### src/rtl/irrigation_valve_sequencer.sv
// irrigation_valve_sequencer: tick-aligned valve timing with cooldown and counter-stall fault
module irrigation_valve_sequencer #(
  parameter int DURATION_TICKS = 6,
  parameter int COOLDOWN_TICKS = 3,
  parameter int TICK_WIDTH     = 8,
  parameter int STALL_LIMIT    = 16
) (
  input  logic                  clk,
  input  logic                  reset,
  input  logic [3:0]            count_in,
  input  logic                  dry,
  input  logic                  manual_stop,
  output logic                  valve_open,
  output logic                  busy,
  output logic                  cycle_done,
  output logic [TICK_WIDTH-1:0] ticks_left,
  output logic                  fault
);
  localparam int SW = $clog2(STALL_LIMIT + 1);
  typedef enum logic [2:0] {IDLE, WAIT_SYNC, WATERING, COOLDOWN, FAULT} state_t;
  state_t state, state_n;
  logic [3:0] prev_count;
  logic [SW-1:0] stall_cnt, stall_n;
  logic [TICK_WIDTH-1:0] tl_n;
  logic valve_n, done_n, tick, last;
  assign tick = prev_count != 4'd0 && count_in == 4'd0;
  assign last = ticks_left == TICK_WIDTH'(1);
  assign stall_n = count_in != prev_count ? '0 :
                   stall_cnt == SW'(STALL_LIMIT) ? stall_cnt : stall_cnt + 1'b1;
  always_comb begin
    state_n = state;
    tl_n    = ticks_left;
    valve_n = valve_open;
    done_n  = 1'b0;
    if (stall_n == SW'(STALL_LIMIT)) begin
      state_n = FAULT;
      tl_n    = '0;
      valve_n = 1'b0;
    end else begin
      case (state)
        IDLE: state_n = dry ? WAIT_SYNC : IDLE;
        WAIT_SYNC:
          if (!dry) state_n = IDLE;
          else if (tick) begin
            state_n = WATERING;
            tl_n    = TICK_WIDTH'(DURATION_TICKS);
            valve_n = 1'b1;
          end
        // manual_stop skips the completion pulse but still enforces cooldown
        WATERING:
          if (manual_stop || (tick && last)) begin
            state_n = COOLDOWN;
            tl_n    = TICK_WIDTH'(COOLDOWN_TICKS);
            valve_n = 1'b0;
            done_n  = !manual_stop;
          end else if (tick) tl_n = ticks_left - 1'b1;
        COOLDOWN:
          if (tick) begin
            state_n = last ? IDLE : COOLDOWN;
            tl_n    = ticks_left - 1'b1;
          end
        default: begin
          state_n = FAULT;
          tl_n    = '0;
          valve_n = 1'b0;
        end
      endcase
    end
  end
  always_ff @(posedge clk or posedge reset) begin
    if (reset) begin
      state      <= IDLE;
      prev_count <= '0;
      stall_cnt  <= '0;
      valve_open <= 1'b0;
      busy       <= 1'b0;
      cycle_done <= 1'b0;
      ticks_left <= '0;
      fault      <= 1'b0;
    end else begin
      state      <= state_n;
      prev_count <= count_in;
      stall_cnt  <= stall_n;
      valve_open <= valve_n;
      busy       <= state_n inside {WAIT_SYNC, WATERING, COOLDOWN};
      cycle_done <= done_n;
      ticks_left <= tl_n;
      fault      <= state_n == FAULT;
    end
  end
endmodule

### config.mk
export PLATFORM = sky130hd
export DESIGN_NAME = irrigation_valve_sequencer
export DESIGN_NICKNAME = d
export VERILOG_FILES = /design/src/rtl/irrigation_valve_sequencer.sv
export SDC_FILE = /design/constraint.sdc
export NUM_CORES = 1
export LEC_CHECK = 0
export ABC_CLOCK_PERIOD_IN_PS = 2800
export CAP_MARGIN = 15
export CORE_MARGIN = 2
export CORE_UTILIZATION = 53
export DETAILED_ROUTE_END_ITERATION = 16
export GPL_ROUTABILITY_DRIVEN = 0
export GPL_TIMING_DRIVEN = 1
export PLACE_DENSITY = 0.76
export SETUP_SLACK_MARGIN = 0.3
export SKIP_CTS_REPAIR_TIMING = 1
export SLEW_MARGIN = 25
export SYNTH_ARGS = -nofsm -noshare
export SYNTH_HDL_FRONTEND = slang
export SYNTH_SLANG_ARGS = --single-unit
### constraint.sdc
create_clock -name clk -period 2.8 [get_ports clk]
set_input_delay 0.84 -clock clk [delete_from_list [all_inputs] [get_ports clk]]
set_output_delay 0.84 -clock clk [all_outputs]
set_load 0.02 [all_outputs]
==> reports/metrics.yaml, run 1 <==
outcome: "complete, no violations"
yosysSeqAreaShare: 0.441
synth-seq-cells: 24
die_h_um: 54.7
firstDrtPassIters: 4
fmax_ghz: 0.404
switching_share: 0.386
antenna_found_initial: 0
drv_slew: 0
setup-tns-final_ns: 0
die_area_um2: 2990
synthDistinctLibCells: 45
finalHoldViolations: 0
rows: 18
clock_latency_ns: 0.34
hold-path-cell-count: 1
pwr-share-clk: 0.205
powerDensity_nw_per_um2: 729
core_area_um2: 2450
via_per_inst: 6.06
synthFlopType: "dfrtp_1"
area_delta_synth_final_pct: 28.9
fillers: 198
grt_usage: 0.239
synth_most_common_cell: "dfrtp_1"
post_dp_cell_area_um2: 1680
slew-limit-headroom: 0.581
synth_edf_count: 0
critical_path_class: "input pin to flip-flop"
synth_cells: 135
hold_path.class: "flip-flop to flip-flop"
reg2reg_depth: 7
worst_pin_slew_ns: 0.627
power.internal_mw: 0.786
wl_per_cell_um: 15.8
rsz0062_at_grt: "true"
p_leak_nw: 0.757
grt_first_pass_wirelength_um: 5010
cts_root_buf: "clkbuf_4"
syn_nets: 147
max_cap_violations: 0
grt_pass1_vias: 1086
cts_buffers: 3
netlist_area_um2: 1360
switchingPower_mw: 0.494
die_w_um: 54.7
finalSetupViolCount: 0
htree_levels: 1
cp-start-kind: "input pin"
instances_no_fill: 198
holdWs_ns: 0.549
num_vias: 1200
synth_top_area_frac: 0.441
dp_hpwl_um: 2270
synth.top_cells.by_area: "dfrtp_1 (44%), xnor2_1 (3.9%), ha_1 (3.7%)"
postLayoutCellArea_um2: 1760
syn_area_per_cell_um2: 10.1
pin_count: 20
ant_nets: 0
cts_buffer_depth: 2
p_comb_frac: 0.397
grt_overflow: 0
port_buffers: 19
critPathMaxFanout: 5
synth_top_area_cell: "dfrtp_1"
cts_tree: "yes"
antennaDiodeCount: 0
finalNetCount: 181
numClockSinks: 24
ff_latch_area_um2: 601
cp_data_arrival_time_ns: 2.75
crit_path_end_kind: "flip-flop"
totalWireLength_um: 3130
grt_max_degree: 25
synth_common_cells: "dfrtp_1 (24), nor2_1 (11), inv_1 (8), nand2_1 (8)"
placed_cells: 194
multi_input_area_um2: 706
synth-async-reset-ratio: 1.00
synth_warnings: 0
irDropWorstVdd_v: 0.000608
cp_data_required_time_ns: 3.07
drive_gt1_frac: 0.202
finClkSkew_ns: 0.00354
initialDrtViolationCount: 16
drc: 0
cts.clk_slew.worst_paths_ns: 0.14
post-route-util: 0.716
initial_core_util: 0.555
seqPwrFrac: 0.398
finalCritPeriodShare: 0.884
layout_min_cycle_time_ns: 2.48
-- critical path: stages --
cell             delay (ns)
clkdlybuf4s50_1        0.42
or4_4                  0.46
or4_4                  0.54
a211oi_2               0.22
a311oi_2               0.08
nor3_2                 0.18
-- layout make-up --
cell class                      count  share of cell area
Clock buffer                        3              0.0128
Clock inverter                      1              0.0171
Inverter                            8              0.0171
Multi-Input combinational cell     97               0.402
Sequential cell                    24               0.342
Tap cell                           30              0.0214
Timing Repair Buffer               35               0.188
-- per-stage QoR --
stage	power [mW]	setup WS, ns
2_1_floorplan	0.836	0.356
3_3_place_gp	0.988	-0.106
3_5_place_dp	1.01	-0.175
4_1_cts	1.27	0.184
5_1_grt	1.36	0.272
6_report	1.28	0.324
-- power by group through the flow --
stage / Sequential [mW] / Combinational [mW] / Clock (mW)
3_3_place_gp: 0.507 / 0.482 / 0
3_5_place_dp: 0.512 / 0.494 / 0
2_1_floorplan: 0.517 / 0.319 / 0
5_1_grt: 0.521 / 0.558 / 0.279
6_report: 0.510 / 0.509 / 0.262
4_1_cts: 0.505 / 0.501 / 0.261
-- state kept, by name (all words and copies together) (netlist names) --
register	flops
state	3
valve_open	1
prev_count	4
cycle_done	1
stall_cnt	5
fault	1
busy	1
ticks_left	8
-- worst paths after layout --
| kind | end | startpoint | slack [ns] |
|---|---|---|---|
| min reg2reg | ticks_left[7] | ticks_left[7] | 0.55 |
| min | ticks_left[7] | ticks_left[7] | 0.55 |
| min in group asynchronous | ticks_left[7] | reset | 0.82 |
| max reg2reg | state[0] | ticks_left[1] | 0.41 |
| max | state[0] | count_in[3] | 0.32 |
| max in group asynchronous | valve_open | reset | 1.75 |
-- routing by layer --
| layer | global-route usage | vias to the layer above | wire, um |
|---|---|---|---|
| met3 | 0.0437 | 5 | 135 |
| met2 | 0.403 | 29 | 1620 |
| met5 | 0 | - | 0 |
| li1 | - | 573 | - |
| met1 | 0.299 | 593 | 1320 |
| met4 | 0.100 | 0 | 56 |
-- placed cells by master (no fill, tap or decap), types with 6 or more instances in the layout --
master / instances
dfrtp_1: 24
clkdlybuf4s50_1: 16
buf_4: 15
nor2_1: 11
nand2_1: 8
inv_1: 8
nor3_1: 6
a31oi_1: 6
xnor2_1: 6
-- cells by family after synthesis --
logic type               Yosys count  synth area share
buffers and inverters             14            0.0542
adder cells (fa/ha/maj)            4            0.0367
multiplexers                       1           0.00826
AND/OR/NAND/NOR                   53             0.229
XOR/XNOR                           8            0.0514
AO/OA/AOI/OAI                     31             0.180
flip-flops                        24             0.441
Power figures use the tool's default switching activity.
==> inputs of run 2 (changes only) <==
--- a/config.mk
+++ b/config.mk
@@ -13,6 +13,7 @@
 export GPL_ROUTABILITY_DRIVEN = 0
 export GPL_TIMING_DRIVEN = 1
 export PLACE_DENSITY = 0.76
+export REMOVE_ABC_BUFFERS = 1
 export SETUP_SLACK_MARGIN = 0.3
 export SKIP_CTS_REPAIR_TIMING = 1
 export SLEW_MARGIN = 25
==> reports/metrics.yaml, run 2 (synthesis gave the netlist of run 1 again) <==
max_cap_violations: 0  # unchanged
die_area_um2: 2990  # unchanged
drc: 0  # unchanged
wl_per_cell_um: 16.3  # +3.4%
layout_commonest_cell: "dfrtp_1"
critical_path_class: "input pin to flip-flop"
initial_core_util: 0.555  # unchanged
reg2reg_depth: 7  # unchanged
postLayoutCellArea_um2: 1770  # +0.57%
die_w_um: 54.7  # unchanged
core_area_um2: 2450  # unchanged
grt_pass1_vias: 1124  # +3.5%
clock_latency_ns: 0.33  # about the same
area_delta_synth_final_pct: 29.7
path_cells: "clkdlybuf4s50_1 > or4_4 > or4_4 > a211oi_2 > a311oi_2 > nor3_2"
layout_min_cycle_time_ns: 2.46  # -0.0149 ns
port_buffers: 19  # unchanged
mostFrequentLayoutCells: "dfrtp_1 (24), clkdlybuf4s50_1 (16), buf_4 (16), nor2_1 (11)"
worst_r2r_startpoint: "ticks_left[1]"
dp_hpwl_um: 2360  # +4.2%
post_dp_cell_area_um2: 1670  # -0.75%
initialDrtViolationCount: 21  # +5
regMostFlops: "ticks_left"
hold_path.class: "flip-flop to flip-flop"
rsz0062_at_grt: "false"
p_leak_nw: 0.761  # +0.59%
worst_pin_slew_ns: 0.495  # -0.132 ns
grt_overflow: 0  # unchanged
die_h_um: 54.7  # unchanged
cts_tree: "yes"
grt_max_degree: 25  # unchanged
drive_gt1_frac: 0.208  # +0.00595
fmax_ghz: 0.406  # +0.61%
htree_levels: 1  # unchanged
r2r_setup_slack_ns: 0.45  # +0.04 ns
hold-path-cell-count: 1  # unchanged
numClockSinks: 24  # unchanged
num_vias: 1200  # unchanged
fillers: 182  # -8.1%
finalSetupViolCount: 0  # unchanged
min_from: "ticks_left[3]"
rows: 18  # unchanged
cts_buffers: 3  # unchanged
cts.clk_slew.worst_paths_ns: 0.13  # about the same
largestRegisters: "ticks_left x8, stall_cnt x5, prev_count x4"
cts_buffer_depth: 2  # unchanged
crit_buf_inv: 1  # unchanged
antennaDiodeCount: 0  # unchanged
crit_path_end_kind: "flip-flop"
totalWireLength_um: 3230  # +3.4%
setup-tns-final_ns: 0  # unchanged
grt_first_pass_wirelength_um: 5070  # +1.2%
critPathTopFamily: "simple AND/OR/NAND/NOR gates"
largest_reg_flops: 8  # unchanged
cp_data_arrival_time_ns: 2.72  # -0.03 ns
critPathMaxStageDelay_ns: 0.56  # +0.02 ns
cp_slowest_cell: "or4_4"
pin_count: 20  # unchanged
antenna_found_initial: 0  # unchanged
holdWs_ns: 0.559  # +0.00990 ns
slew-limit-headroom: 0.667  # +0.0863
firstDrtPassIters: 4  # unchanged
ant_nets: 0  # unchanged
min_to: "ticks_left[3]"
dp_slack_ns: -0.186  # -0.0108 ns
finalNetCount: 181  # unchanged
finalCritPeriodShare: 0.879  # -0.00532
finalHoldViolations: 0  # unchanged
crit_top_cell: "or4_4"
layout_setup_ws_ns: 0.339  # +0.0149 ns
reg2reg_to: "state[0]"
powerDensity_nw_per_um2: 730  # +0.14%
drv_slew: 0  # unchanged
cts_root_buf: "clkbuf_4"
finClkSkew_ns: 0.00541  # +0.00187 ns
cp_data_required_time_ns: 3.06  # about the same
grt_usage: 0.237  # -0.00198
cp-start-kind: "input pin"
via_per_inst: 6.06  # unchanged
outcome: "complete, no violations"
critPathMaxFanout: 5  # unchanged
irDropWorstVdd_v: 0.000555  # -8.8%
==> run 2: cell counts in the layout (fill, tap and decap cells not counted) <==
No cell type changed its count.
==> run 2: per-layer routing <==
| layer | global-route usage | wire, um | part of all wire | vias up |
|---|---|---|---|---|
| met4 | 0.104 | 53 | 0.016 | 0 |
| met5 | 0 | 0 | 0 | - |
| met2 | 0.387 | 1610 | 0.50 | 29 |
| met3 | 0.0328 | 130 | 0.040 | 5 |
| met1 | 0.312 | 1440 | 0.45 | 591 |
| li1 | - | - | - | 575 |
==> run 2: layout make-up <==
type	count	area (um^2)	share of cell area
flip-flops and latches	24	601	0.340
well taps	30	37.5	0.0212
repair buffers	35	318	0.180
inverters	8	30.0	0.0170
clock buffers	3	22.5	0.0127
clock inverters	1	30.0	0.0170
multi-input cells	97	728	0.412
==> run 2: report_power, final <==
group          leakage, nW  switching (mW)  total, mW  internal (mW)
logic                0.427           0.273      0.520          0.246
registers            0.306           0.115      0.517          0.402
clock network       0.0279           0.108      0.253          0.145
total                0.761           0.496       1.29          0.794
==> run 2: stage by stage <==
step                std cells  utilization  power (mW)
CTS                       198        0.700        1.26
floorplan                 129            -       0.799
global route              198        0.720        1.37
finish                    198        0.720        1.29
detailed placement        194        0.679        1.00
global placement          194        0.679       0.991
==> run 2: how the worst max path moves through the flow <==
| stage | startpoint | end | slack [ns] | depth (start not counted) |
|---|---|---|---|---|
| floorplan | count_in[3] | state[0] | 0.36 | 4 |
| global placement | count_in[3] | state[0] | -0.11 | 5 |
| detailed placement | count_in[3] | state[0] | -0.19 | 5 |
| CTS | count_in[3] | state[0] | 0.16 | 5 |
| global route | count_in[3] | ticks_left[5] | 0.30 | 8 |
| finish | count_in[3] | state[0] | 0.34 | 6 |
==> run 2: worst register-to-register path, cell delays in order, from the launching register on <==
cell      delay [ns]
dfrtp_1         0.47
inv_1           0.12
ha_1            0.16
or4b_4          0.50
or4_4           0.61
a211oi_2        0.22
a311oi_2        0.07
nor3_2          0.13
